--- src/rtl/mem_writeback_stage.sv ---
// Memory-access / write-back stage: issues one load or store per instruction,
// waits for MFC with a bounded timeout, then drives the register-file write port.
module mem_writeback_stage #(
    parameter int TIMEOUT_CYCLES = 16,
    parameter bit R0_PROTECT     = 1'b1
) (
    input  logic        clk,
    input  logic        reset_n,
    input  logic        stage_valid,
    output logic        stage_ready,
    input  logic [1:0]  op,
    input  logic [31:0] RZ,
    input  logic [31:0] RM,
    input  logic [31:0] PC_Temp,
    input  logic [4:0]  Rdst_in,
    input  logic        wr_en_in,
    output logic        MEM_READ,
    output logic        MEM_WRITE,
    output logic [31:0] MEM_ADDR,
    output logic [31:0] MEM_DATAOUT,
    input  logic [31:0] MEM_DATAIN,
    input  logic        MFC,
    output logic [31:0] RY,
    output logic [4:0]  MuxC_Out_Rdst,
    output logic        RF_WRITE,
    output logic        MEM_ERR,
    input  logic        err_clr
);
    localparam logic [7:0] TO_LAST = 8'(TIMEOUT_CYCLES - 1);

    typedef enum logic [1:0] {S_IDLE, S_MEM_WAIT, S_WB} state_t;

    state_t      r_state, w_state;
    logic [7:0]  r_cnt, w_cnt;
    logic        r_rd, w_rd, r_wr, w_wr, r_rfw, w_rfw, r_err, w_err;
    logic        r_is_load, w_is_load, r_wb_en, w_wb_en;
    logic [31:0] r_addr, w_addr, r_dout, w_dout, r_ry, w_ry;
    logic [4:0]  r_rdst, w_rdst;
    logic        w_wb_en_in;

    // Write permission is resolved at capture so WB only has to replay it.
    assign w_wb_en_in = wr_en_in && !(R0_PROTECT && (Rdst_in == 5'd0));

    always_comb begin
        w_state   = r_state;
        w_cnt     = r_cnt;
        w_rd      = r_rd;
        w_wr      = r_wr;
        w_addr    = r_addr;
        w_dout    = r_dout;
        w_ry      = r_ry;
        w_rdst    = r_rdst;
        w_is_load = r_is_load;
        w_wb_en   = r_wb_en;
        w_rfw     = 1'b0;
        w_err     = r_err & ~err_clr;
        case (r_state)
            S_IDLE: begin
                if (stage_valid) begin
                    w_rdst    = Rdst_in;
                    w_wb_en   = w_wb_en_in;
                    w_is_load = (op == 2'b01);
                    w_cnt     = 8'd0;
                    case (op)
                        2'b00: begin w_ry = RZ;      w_rfw = w_wb_en_in; w_state = S_WB; end
                        2'b11: begin w_ry = PC_Temp; w_rfw = w_wb_en_in; w_state = S_WB; end
                        2'b01: begin w_rd = 1'b1; w_addr = RZ; w_state = S_MEM_WAIT; end
                        default: begin
                            w_wr    = 1'b1;
                            w_addr  = RZ;
                            w_dout  = RM;
                            w_state = S_MEM_WAIT;
                        end
                    endcase
                end
            end
            S_MEM_WAIT: begin
                // MFC wins over a timeout landing on the same edge.
                if (MFC) begin
                    w_rd = 1'b0;
                    w_wr = 1'b0;
                    if (r_is_load) begin
                        w_ry    = MEM_DATAIN;
                        w_rfw   = r_wb_en;
                        w_state = S_WB;
                    end else begin
                        w_state = S_IDLE;
                    end
                end else if (r_cnt == TO_LAST) begin
                    w_rd    = 1'b0;
                    w_wr    = 1'b0;
                    w_err   = 1'b1;
                    w_state = S_IDLE;
                end else begin
                    w_cnt = r_cnt + 8'd1;
                end
            end
            S_WB:    w_state = S_IDLE;
            default: w_state = S_IDLE;
        endcase
    end

    always_ff @(posedge clk or negedge reset_n) begin
        if (!reset_n) begin
            r_state   <= S_IDLE;
            r_cnt     <= 8'd0;
            r_rd      <= 1'b0;
            r_wr      <= 1'b0;
            r_addr    <= 32'd0;
            r_dout    <= 32'd0;
            r_ry      <= 32'd0;
            r_rdst    <= 5'd0;
            r_is_load <= 1'b0;
            r_wb_en   <= 1'b0;
            r_rfw     <= 1'b0;
            r_err     <= 1'b0;
        end else begin
            r_state   <= w_state;
            r_cnt     <= w_cnt;
            r_rd      <= w_rd;
            r_wr      <= w_wr;
            r_addr    <= w_addr;
            r_dout    <= w_dout;
            r_ry      <= w_ry;
            r_rdst    <= w_rdst;
            r_is_load <= w_is_load;
            r_wb_en   <= w_wb_en;
            r_rfw     <= w_rfw;
            r_err     <= w_err;
        end
    end

    assign stage_ready   = (r_state == S_IDLE);
    assign MEM_READ      = r_rd;
    assign MEM_WRITE     = r_wr;
    assign MEM_ADDR      = r_addr;
    assign MEM_DATAOUT   = r_dout;
    assign RY            = r_ry;
    assign MuxC_Out_Rdst = r_rdst;
    assign RF_WRITE      = r_rfw;
    assign MEM_ERR       = r_err;
endmodule

--- config.mk ---
export PLATFORM = sky130hd
export DESIGN_NAME = mem_writeback_stage
export DESIGN_NICKNAME = d
export VERILOG_FILES = /design/src/rtl/mem_writeback_stage.sv
export SDC_FILE = /design/constraint.sdc
export NUM_CORES = 1
export LEC_CHECK = 0
export BUFFER_PORTS_ARGS = -buffer_cell sky130_fd_sc_hd__buf_2
export CAP_MARGIN = 10
export CORE_ASPECT_RATIO = 1.25
export CORE_MARGIN = 2
export CORE_UTILIZATION = 47
export DETAILED_ROUTE_END_ITERATION = 10
export PLACE_DENSITY = 0.81
export SYNTH_ARGS = -nofsm -noshare
export SYNTH_HDL_FRONTEND = slang
export SYNTH_SLANG_ARGS = --single-unit
--- constraint.sdc ---
create_clock -name clk -period 2.15 [get_ports clk]
set_input_delay 0.43 -clock clk [delete_from_list [all_inputs] [get_ports clk]]
set_output_delay 0.43 -clock clk [all_outputs]
set_load 0.01 [all_outputs]
---- After elaboration in Yosys (flattened, before gate mapping) ----
Index checks and enable logic that the tools add are counted.
word-level totals
  bits in registers ....................... 117
  input bits .............................. 141
  output and inout port bits .............. 106
  word-level logic and storage cells ...... 77
cells by class
  add/sub/neg operators ................... 1
  equal/unequal tests ..................... 13
  muxes and demuxes ....................... 31
  bitwise logic cells ..................... 4
  reductions and logical operators ........ 16
operators with widths
  operator                                                                count
  32-bit one-hot mux with 2 select lines                                  2
  32-bit 2-to-1 mux                                                       3
  8-bit 2-to-1 mux                                                        3
  8-bit one-hot mux with 2 select lines                                   1
  1-bit 2-to-1 mux                                                        13
  2-bit != test (second input constant)                                   6
  4-bit AND reduction                                                     3
  2-bit 2-to-1 mux                                                        5
  8-bit by 1-bit adder with 8-bit output (second input constant)          1
  8-bit by 4-bit equality test with 1-bit output (second input constant)  1
  1-bit one-hot mux with 2 select lines                                   3
  3-bit AND reduction                                                     2
  5-bit logical NOT                                                       1
  5-bit AND reduction                                                     1
  2-bit by 1-bit equality test with 1-bit output (second input constant)  2
  2-bit logical NOT                                                       2
  2-bit one-hot mux with 2 select lines                                   1
  2-bit AND reduction                                                     2
  3-bit by 1-bit != test with 1-bit output (second input constant)        1
  3-bit != test (second input constant)                                   1
  1-bit inverter                                                          3
  3-bit OR reduction                                                      1
  2-bit equality test (second input constant)                             1
  2-bit by 1-bit != test with 1-bit output (second input constant)        1
  5 further kinds                                                         5

---- Depth between registers and ports, before layout ----
Gate-level depths: netlist of the first run.
  depth after elaboration ................. 6
  gate-level depth with buffers ........... 7
  gate-level depth less buffers ........... 5

---- Least setup slack after synthesis of the first run ----
No wires, ideal clock.
  kind .................................... input port to flip-flop
  start ................................... input port op[0]
  end ..................................... register r_ry[10], in the netlist RY[10]
  setup time .............................. 0.125 ns
  arrival time ............................ 1.630 ns
  data required time ...................... 2.025 ns
  slack ................................... 0.395 ns
  stages on the path ...................... 6
  path buffers ............................ 2
  cell sequence ........................... ha_1 clkbuf_1 o21ai_1 a21oi_2 buf_2 mux2_2
on the way
  cells in the longest elaborated chain, start to end .. 4
  elaborated cells between the ends (all ways) .. 7
  those cells by class .................... eq/ne (2); mux (3); reduce/logical (2)
ends and longest elaborated chain
  element                                                          RTL line  RTL
  from (decl)                                                      11        input logic [1:0] op,
  2-bit equality test / 2-bit logical NOT (equally long branches)  64        case (op)
  32-bit one-hot mux with 2 select lines                           64
  32-bit 2-to-1 mux                                                59        if (stage_valid) begin
  32-bit one-hot mux with 2 select lines                           57        case (r_state)
  to (signal assigned)                                             124       r_ry <= w_ry;
  to (decl)                                                        37        logic [31:0] r_addr, w_addr, r_dout, w_dout, r_ry, w_ry;
Several ways; a longest one is shown, not always the timed one. The select of a mux whose other input is x is not followed.
A chain may end at the register's enable or synchronous reset.

---- Worst setup path after layout of the first run ----
  start ................................... register r_state[1]
  end ..................................... register r_dout[16], in the netlist MEM_DATAOUT[16]
on the way
  cells in the longest elaborated chain, start to end .. 2
ends and longest elaborated chain
  element                               RTL line  RTL
  from (decl)                           33        state_t r_state, w_state;
  from (signal assigned)                118       r_state <= w_state;
  2-bit logical NOT                     57
  3-bit AND reduction (no source line)  -
  to (signal assigned)                  123       r_dout <= w_dout;
  to (decl)                             37
Every way passes these cells.

==> results of run 1 <==
[per-stage QoR]
step / utilization, % / hold slack (ns) / setup slack (ns)
floorplan: - / 0.134 / 0.395
global placement: 61.1 / 0.392 / 0.339
detailed placement: 61.1 / 0.396 / 0.303
CTS: 66.2 / 0.197 / 0.306
global route: 66.2 / 0.208 / 0.232
finish: 66.2 / 0.212 / 0.320
[cells by family after synthesis]
family	share of synthesized area (%)
and+or+nand+nor	7.59
DFF	55.8
xor gates and xnor gates	0.334
buffers and inverters	2.51
AOI/OAI and AO/OA	5.82
muxes	26.7
adders and majority gates	1.19
[cells in the mapped netlist, types with 3 or more instances]
| library cell | count |
|---|---|
| buf_2 | 18 |
| nand2b_1 | 3 |
| dfrtp_1 | 117 |
| inv_1 | 4 |
| mux2i_1 | 32 |
| o21ai_0 | 33 |
| nor2_1 | 7 |
| mux2_2 | 59 |
| a21oi_1 | 3 |
| ha_1 | 5 |
| nand3_1 | 8 |
| mux2_1 | 37 |
| nand2_1 | 58 |
| o21ai_1 | 5 |
| clkbuf_1 | 7 |
[critical path, delay by kind of cell, from the launching register on]
kind	cells	cell delay (ns)
mux	1	0.35
simple gates	2	0.43
flops	1	0.48
buf+inv	2	0.44
[metal layers]
metal | vias to the layer above | GRT usage [%]
li1 | 1988 | -
met1 | 2028 | 26.4
met2 | 175 | 37.9
met3 | 24 | 4.76
met4 | 0 | 8.73
met5 | - | 0
[registers in the layout, summed over array words and instances, names as in the netlist]
register and flops:
MEM_READ 1, MEM_ERR 1, MEM_DATAOUT 32, r_wb_en 1, MuxC_Out_Rdst 5, RY 32, RF_WRITE 1, r_state 2
r_cnt 8, r_is_load 1, MEM_WRITE 1, MEM_ADDR 32
[final timing paths]
kind                                            start  cells past startpoint  slack, ns                          end
hold reg to reg            MEM_DATAOUT[8]$_DFFE_PN0P_                      1       0.48   MEM_DATAOUT[8]$_DFFE_PN0P_
min in group asynchronous                     reset_n                      2       0.51     MEM_ADDR[19]$_DFFE_PN0P_
max in group asynchronous                     reset_n                      3       1.04   MEM_DATAOUT[2]$_DFFE_PN0P_
hold / removal                                err_clr                      2       0.21            MEM_ERR$_DFF_PN0_
setup reg to reg               r_state[1]$_DFFE_PN0P_                      5       0.32  MEM_DATAOUT[16]$_DFFE_PN0P_
setup / recovery               r_state[1]$_DFFE_PN0P_                      5       0.32  MEM_DATAOUT[16]$_DFFE_PN0P_
[where the power goes]
part	switching, mW	total [mW]	leakage (nW)	internal [mW]
registers	0.456	3.54	1.41	3.09
clock network	0.936	2.65	0.275	1.71
logic	1.44	2.87	1.90	1.43
[final cells by class]
class | count | area [um^2]
Timing Repair Buffer | 259 | 1400
Fill cell | 846 | 3710
Multi-Input combinational cell | 276 | 2200
Clock buffer | 20 | 447
Clock inverter | 11 | 110
Sequential cell | 117 | 2930
Tap cell | 135 | 169
Inverter | 4 | 15.0
==> summary.txt, run 1 <==
FP Rows -> 43
CP Launch Type -> flip-flop
Post-synth EDFFs -> 0
Post-synth net total -> 568
Via density per instance -> 5.13
Vias in the first global route -> 4176
Worst EP required -> 2.43 ns
IO Pins -> 247
Critical path type -> reg -> reg
Post-synthesis sequential area ratio -> 55.8%
Core Box Area -> 11000 um^2
Critical path, cell by cell -> nor3b_1, buf_4, and2_1, buf_12, mux2_1
Residual DRC -> 0
Setup crit end kind -> flip-flop
Post-CTS Setup Bufs -> 0
Top area cells in the synthesized netlist -> dfrtp_1, mux2_2, mux2_1, mux2i_1, nand2_1
First-pass GRT wire length -> 20.5 mm
CTS tree -> built
Yosys top cell area share -> 55.8%
Most frequent cells in the layout -> buf_2, dfrtp_1, mux2_2
Synth warn -> 0
Top routing layer used -> met4
Met2 WL -> 6.85 mm
Clock Latency Late Sink -> 0.40 ns
Vias -> 4215
Antenna violations before repair -> 0
Pwr/cell area -> 1250 nW/um^2
DR pass1 iterations -> 4
Metal1 wirelength -> 5.20 mm
Num CTS Buffers -> 17
Crit-path slowest cell -> dfrtp_1
Mean routed wirelength per cell -> 16.0 um
H-tree levels -> 4
Fraction of registers with async set/reset -> 100%
Data arrival, critical path -> 2.11 ns
Routed WL -> 13.2 mm
Final instance area -> 7270 um^2
Yosys cell types -> 35
Synth Instances -> 422
#FFs+latches synth -> 117
Antenna diodes -> 0
Clock Skews -> 0.00582 ns
Nets -> 821
RSZ-0062 raised after global routing -> no
Clock transition at the registers of the reported paths -> 0.05 ns
Peak Freq -> 0.546 GHz
Hold Violations, Final -> 0
Synth Flop Type -> dfrtp_1
Clk Tree Root Cell -> clkbuf_16
Initial Utilization -> 47.8%
Tightest Hold Check Type -> in -> reg
Clk buf depth -> 2
Post-placement cell area -> 6700 um^2
Mean Syn Cell Area -> 12.4 um^2
Crit Path Max Fanout -> 33
Area leader, netlist -> dfrtp_1
Cts hold-fix bufs -> 1
Max Cap Violations -> 0
Mapped Area -> 5240 um^2
Maximum VDD drop -> 0.660 mV
Sink Count -> 117
GRT Total Usage -> 21.8%
Post-DRT Antenna Nets -> 0
Commonest non-fill, non-tap cell in the layout -> buf_2
Final setup viols -> 0
Grt ovf -> 0
Worst path max stage delay -> 0.48 ns
Port Buffer Count -> 246
Area growth syn-to-layout -> 38.6%
Layout cells sized above 1 -> 51.4%
Slew @ Worst Pin -> 0.481 ns
Detailed Route Iter0 Violations -> 87
Final Max Tran Viols -> 0
Die height -> 122 um
Post_cts resized -> 0
Die W -> 98.5 um
Tmin final -> 1.83 ns
Die area -> 12000 um^2
Tot Pwr -> 9.06 mW
Sum Neg Setup Slack -> 0 ns
Status -> completed
Slew HR -> 67.9%
RePlAce Congestion -> 0.791
Metal3 WL -> 839 um
Static leakage -> 3.58 nW
Dpl hpwl -> 9.81 mm
Cell Count, Final, Fillers Out -> 822
Dpl cells -> 790
Final period util -> 85.1%
Largest net degree at the start of global routing -> 48
Power figures use the tool's default switching activity.
==> run 2: changes to the inputs <==
CAP_MARGIN = 20   (was 10)
CORE_UTILIZATION = 48   (was 47)
CTS_BUF_LIST = sky130_fd_sc_hd__clkbuf_4 sky130_fd_sc_hd__clkbuf_8   (was default)
PLACE_DENSITY = 0.82   (was 0.81)
==> run 2 against run 1 <==
Compared with the run above: critical path depth is the same; combinational power is essentially flat; hold slack got worse by 0.012 ns; power is 6.6% lower; utilization grew 0.73 points; clock skew up 0.0070 ns; routed wire length is 0.89% lower; first-iteration DRC count up 16%; critical endpoint is now MEM_DATAOUT[8]$_DFFE_PN0P_; largest cell class unchanged.
==> summary.txt, run 2 (synthesized netlist as in run 1, its figures left out) <==
Status -> completed
First-pass GRT wire length -> 21.4 mm (+4.0%)
Clock Skews -> 0.0128 ns (+0.00700 ns)
Die W -> 97.5 um (-1.0%)
Clock Latency Late Sink -> 0.42 ns (+0.02 ns)
Crit Path Max Fanout -> 33 (unchanged)
Pwr/cell area -> 1190 nW/um^2 (-4.5%)
Hold Violations, Final -> 0 (unchanged)
Final period util -> 86.7% (+1.6 points)
Largest net degree at the start of global routing -> 62 (+29%)
Crit-path slowest cell -> dfrtp_1
RSZ-0062 raised after global routing -> no
Most frequent cells in the layout -> buf_2, dfrtp_1, mux2_2
Clk buf depth -> 2 (unchanged)
Residual DRC -> 0 (unchanged)
Sink Count -> 117 (unchanged)
Vias in the first global route -> 4509 (+8.0%)
Post_cts resized -> 0 (unchanged)
Max Cap Violations -> 0 (unchanged)
Detailed Route Iter0 Violations -> 101 (+16%)
Initial Utilization -> 49.4% (+1.6 points)
Data arrival, critical path -> 2.15 ns (+0.04 ns)
Grt ovf -> 0 (unchanged)
Clock transition at the registers of the reported paths -> 0.07 ns (+0.02 ns)
DR pass1 iterations -> 6 (+2)
Vias -> 4197 (-0.43%)
H-tree levels -> 4 (unchanged)
Static leakage -> 3.51 nW (-2.0%)
Num CTS Buffers -> 17 (unchanged)
Core Box Area -> 10600 um^2 (-3.3%)
Setup crit end kind -> flip-flop
Post-DRT Antenna Nets -> 0 (unchanged)
CP Launch Type -> flip-flop
Port Buffer Count -> 246 (unchanged)
Antenna violations before repair -> 0 (unchanged)
Tightest Hold Check Type -> in -> reg
Worst EP required -> 2.44 ns (about the same)
Tmin final -> 1.86 ns (+0.0345 ns)
Worst hold slack -> 0.200 ns (-0.0119 ns)
Die height -> 121 um (-1.0%)
Final setup viols -> 0 (unchanged)
Worst path max stage delay -> 0.50 ns (+0.02 ns)
Critical path type -> reg -> reg
Slew @ Worst Pin -> 0.509 ns (+0.0284 ns)
RePlAce Congestion -> 0.805 (+1.7%)
Die area -> 11800 um^2 (-2.0%)
Slew HR -> 66.0% (-1.9 points)
Antenna diodes -> 0 (unchanged)
Layout cells sized above 1 -> 51.2% (-0.13 points)
Area growth syn-to-layout -> 35.6%
Mean routed wirelength per cell -> 16.1 um (+0.21%)
Dpl hpwl -> 9.88 mm (+0.77%)
Nets -> 818 (-0.37%)
Peak Freq -> 0.536 GHz (-1.8%)
Maximum VDD drop -> 0.761 mV (+15%)
CTS tree -> built
Commonest non-fill, non-tap cell in the layout -> buf_2
Clk Tree Root Cell -> clkbuf_8
Critical path, cell by cell -> nor3b_1, buf_4, and2_1, buf_12, mux2_1
Routed WL -> 13.1 mm (-0.89%)
Sum Neg Setup Slack -> 0 ns (unchanged)
Final Max Tran Viols -> 0 (unchanged)
FP Rows -> 42 (-2.3%)
IO Pins -> 247 (unchanged)
GRT Total Usage -> 22.7% (+0.89 points)
Number of fill cells -> 820 (-3.1%)
Via density per instance -> 5.16 (+0.68%)
==> run 2: power breakdown <==
| part | leakage (nW) | internal [mW] | switching [mW] |
|---|---|---|---|
| clock network | 0.212 | 1.25 | 0.807 |
| logic | 1.89 | 1.43 | 1.44 |
| registers | 1.41 | 3.08 | 0.452 |
==> run 2: stage by stage <==
step,util [%],instance area (um^2),total power [mW],std cells,setup WS (ns)
final,67.0,7110,8.46,813,0.285
after global routing,67.0,7110,8.98,813,0.151
after CTS,67.0,7110,8.56,813,0.286
after detailed placement,63.0,6690,6.47,784,0.253
after global placement,63.0,6690,6.32,784,0.309
after floorplan,-,5240,5.04,422,0.395
==> run 2: timing repair <==
| action | 4_1_cts | 5_1_grt |
|---|---|---|
| hold buffers | 1 | 0 |
| setup buffers | 0 | 0 |
| endpoints found under the setup margin | 0 | 0 |
| hold endpoints to repair | 20 | 0 |
==> run 2: worst max-delay path: cells and delay by family (launching register included) <==
family | cells | cell delay, ns
flops | 1 | 0.50
mux | 1 | 0.36
buf+inv | 2 | 0.43
simple gates | 2 | 0.44
==> run 2: area by class of cell <==
cell class                 count  area [um^2]  area share [%]
sequential                   117         2930            41.2
clock buffer                  25          344            4.84
clock inverter                 3         65.1           0.915
multi-input combinational    276         2200            31.0
inverter                       4         15.0           0.211
timing repair buffer         256         1390            19.5
tap                          132          165            2.32
==> run 2: path summary, 6_finish.rpt <==
check	start	to	slack, ns	cells after the start
hold / removal	err_clr	MEM_ERR$_DFF_PN0_	0.20	2
hold reg to reg	MEM_DATAOUT[22]$_DFFE_PN0P_	MEM_DATAOUT[22]$_DFFE_PN0P_	0.48	1
setup reg to reg	r_state[1]$_DFFE_PN0P_	MEM_DATAOUT[8]$_DFFE_PN0P_	0.29	5
min in group asynchronous	reset_n	MEM_ADDR[28]$_DFFE_PN0P_	0.47	2
setup / recovery	r_state[1]$_DFFE_PN0P_	MEM_DATAOUT[8]$_DFFE_PN0P_	0.29	5
max in group asynchronous	reset_n	MEM_ADDR[8]$_DFFE_PN0P_	1.06	3
==> run 2: layer usage <==
metal	global-route usage [%]	share of wire (%)	vias up
met3	5.65	7.0	12
li1	-	-	1981
met4	7.55	1.1	0
met5	0	0	-
met2	42.1	54	186
met1	25.4	38	2018
==> run 3: changes to the inputs <==
CELL_PAD_IN_SITES_DETAIL_PLACEMENT = 1   (was default)
CELL_PAD_IN_SITES_GLOBAL_PLACEMENT = 1   (was default)
CORE_UTILIZATION = 36   (was 48)
PLACE_DENSITY = default   (was 0.82)
PLACE_DENSITY_LB_ADDON = 0.1   (was default)
SKIP_LAST_GASP = 1   (was default)
==> run 3 against run 2 <==
Compared with the run above: clock power grew 9%; combinational power grew 2%; cell area grew 1.2%; cell count is 6.0% higher; critical path depth did not move; register-to-register slack worse by 0.02 ns.
==> summary.txt, run 3 (synthesized netlist as in run 1, its figures left out) <==
CP Launch Type -> flip-flop
GRT Total Usage -> 20.5% (-2.2 points)
Final Max Tran Viols -> 0 (unchanged)
Clk buf depth -> 2 (unchanged)
Layout cells sized above 1 -> 51.5% (+0.21 points)
Antenna diodes -> 0 (unchanged)
Mean routed wirelength per cell -> 17.7 um (+10%)
RSZ-0062 raised after global routing -> no
Core Box Area -> 14300 um^2 (+35%)
Sequential cell fraction of total power -> 40.4% (-1.3 points)
Num CTS Buffers -> 17 (unchanged)
Tot Pwr -> 8.69 mW (+2.7%)
Largest net degree at the start of global routing -> 45 (-27%)
Most frequent cells in the layout -> buf_2, dfrtp_1, mux2_2
Critical path, cell by cell -> nor3b_1, buf_4, and2_1, buf_12, mux2_1
Hold Violations, Final -> 0 (unchanged)
Crit-path slowest cell -> dfrtp_1
Tightest Hold Check Type -> in -> reg
Number of fill cells -> 1612 (+97%)
IO Pins -> 247 (unchanged)
Post_cts resized -> 0 (unchanged)
Sw Share -> 32.4% (+0.48 points)
Clk Tree Root Cell -> clkbuf_8
Die area -> 15600 um^2 (+32%)
Critical path type -> reg -> reg
Via density per instance -> 4.89 (-5.2%)
Cts hold-fix bufs -> 1 (unchanged)
Antenna violations before repair -> 0 (unchanged)
Slew HR -> 62.3% (-3.7 points)
Peak Freq -> 0.532 GHz (-0.80%)
Tmin final -> 1.88 ns (+0.0151 ns)
Residual DRC -> 0 (unchanged)
Clock share of power -> 25.8% (+1.4 points)
Port Buffer Count -> 246 (unchanged)
Cell-internal power -> 5.87 mW (+2.0%)
Final Util -> 50.2% (-17 points)
RePlAce Congestion -> 0.793 (-1.5%)
Die W -> 112 um (+15%)
Grt ovf -> 0 (unchanged)
Area growth syn-to-layout -> 37.2%
Detailed Route Iter0 Violations -> 104 (+3.0%)
Data arrival, critical path -> 2.19 ns (+0.04 ns)
Post-DRT Antenna Nets -> 0 (unchanged)
Max Cap Violations -> 0 (unchanged)
Routed WL -> 15.3 mm (+17%)
Die height -> 139 um (+15%)
Worst Reg-to-Reg Cells -> 5 (unchanged)
Worst EP required -> 2.46 ns (+0.02 ns)
Static leakage -> 3.52 nW (+0.27%)
H-tree levels -> 4 (unchanged)
Vias -> 4218 (+0.50%)
Final period util -> 87.4% (+0.70 points)
Pwr/cell area -> 1210 nW/um^2 (+1.4%)
Min-Delay Path Depth -> 2 (unchanged)
Clock transition at the registers of the reported paths -> 0.07 ns (about the same)
Nets -> 818 (unchanged)
Worst path max stage delay -> 0.49 ns (about the same)
Commonest non-fill, non-tap cell in the layout -> buf_2
Initial Utilization -> 36.6% (-13 points)
Crit Path Max Fanout -> 33 (unchanged)
Setup crit end kind -> flip-flop
FP Rows -> 49 (+17%)
Sink Count -> 117 (unchanged)
Clock Latency Late Sink -> 0.44 ns (+0.02 ns)
Flop2flop setup slack -> 0.27 ns (-0.02 ns)
Clock Skews -> 0.00683 ns (-0.00599 ns)
Status -> completed
CTS tree -> built
Slew @ Worst Pin -> 0.565 ns (+0.0556 ns)
Final setup viols -> 0 (unchanged)
Power share of the combinational group -> 33.8% (about the same)
First-pass GRT wire length -> 24.8 mm (+16%)
Dpl hpwl -> 11.4 mm (+16%)
Sum Neg Setup Slack -> 0 ns (unchanged)
Net Sw Power -> 2.81 mW (+4.2%)
Vias in the first global route -> 4809 (+6.7%)
Maximum VDD drop -> 0.465 mV (-39%)
Post-CTS Setup Bufs -> 0 (unchanged)
DR pass1 iterations -> 4 (-2)
run 3: cell types whose count changed in the layout (fill, tap and decap cells not counted):
| cell | previous run | this run |
|---|---|---|
| clkbuf_8 | 25 | 20 |
| bufinv_16 | 2 | 4 |
| clkbuf_4 | 0 | 2 |
| clkinv_2 | 1 | 3 |
| clkinvlp_4 | 0 | 2 |
run 3: worst paths after layout:
path	startpoint	endpoint
setup / recovery	r_state[1]$_DFFE_PN0P_	MEM_DATAOUT[10]$_DFFE_PN0P_
hold / removal	err_clr	MEM_ERR$_DFF_PN0_
setup reg to reg	r_state[1]$_DFFE_PN0P_	MEM_DATAOUT[10]$_DFFE_PN0P_
hold reg to reg	MuxC_Out_Rdst[1]$_DFFE_PN0P_	MuxC_Out_Rdst[1]$_DFFE_PN0P_
max in group asynchronous	reset_n	MEM_ADDR[2]$_DFFE_PN0P_
min in group asynchronous	reset_n	MEM_ADDR[13]$_DFFE_PN0P_
run 3: worst max-delay path: cells and delay by family, from the launching register on:
kind / cells / cell delay (ns)
DFF: 1 / 0.49
muxes: 1 / 0.35
and+or+nand+nor: 2 / 0.44
buffers and inverters: 2 / 0.44
run 3: layer usage:
| layer | track usage [%] | vias to the layer above | wire [um] |
|---|---|---|---|
| li1 | - | 1971 | - |
| met1 | 22.9 | 2065 | 5950 |
| met2 | 35.9 | 149 | 7920 |
| met3 | 5.99 | 33 | 906 |
| met4 | 9.88 | 0 | 514 |
| met5 | 0 | - | 0 |
run 3: cell type report:
cell class / instances / area (um^2) / share of cell area, %
clock inverter: 9 / 150 / 2.09
tap: 178 / 223 / 3.09
inverter: 4 / 15.0 / 0.209
clock buffer: 22 / 290 / 4.03
timing repair buffer: 256 / 1390 / 19.3
sequential: 117 / 2930 / 40.7
multi-input combinational: 276 / 2200 / 30.6
run 3: metrics by stage:
| stage | setup WS (ns) | hold WS (ns) | std cells | area, um^2 |
|---|---|---|---|---|
| after global routing | 0.185 | 0.163 | 862 | 7200 |
| after detailed placement | 0.256 | 0.465 | 830 | 6750 |
| after CTS | 0.240 | 0.141 | 862 | 7200 |
| final | 0.270 | 0.176 | 862 | 7200 |
| after global placement | 0.304 | 0.450 | 830 | 6750 |
| after floorplan | 0.395 | 0.134 | 422 | 5240 |
run 3: power groups by stage:
stage	Sequential (mW)	Clock [mW]	Combinational, mW
after detailed placement	3.56	0	3.00
after floorplan	3.95	0	1.09
final	3.51	2.24	2.94
after CTS	3.52	2.31	3.01
after global placement	3.51	0	2.93
after global routing	3.64	2.41	3.20
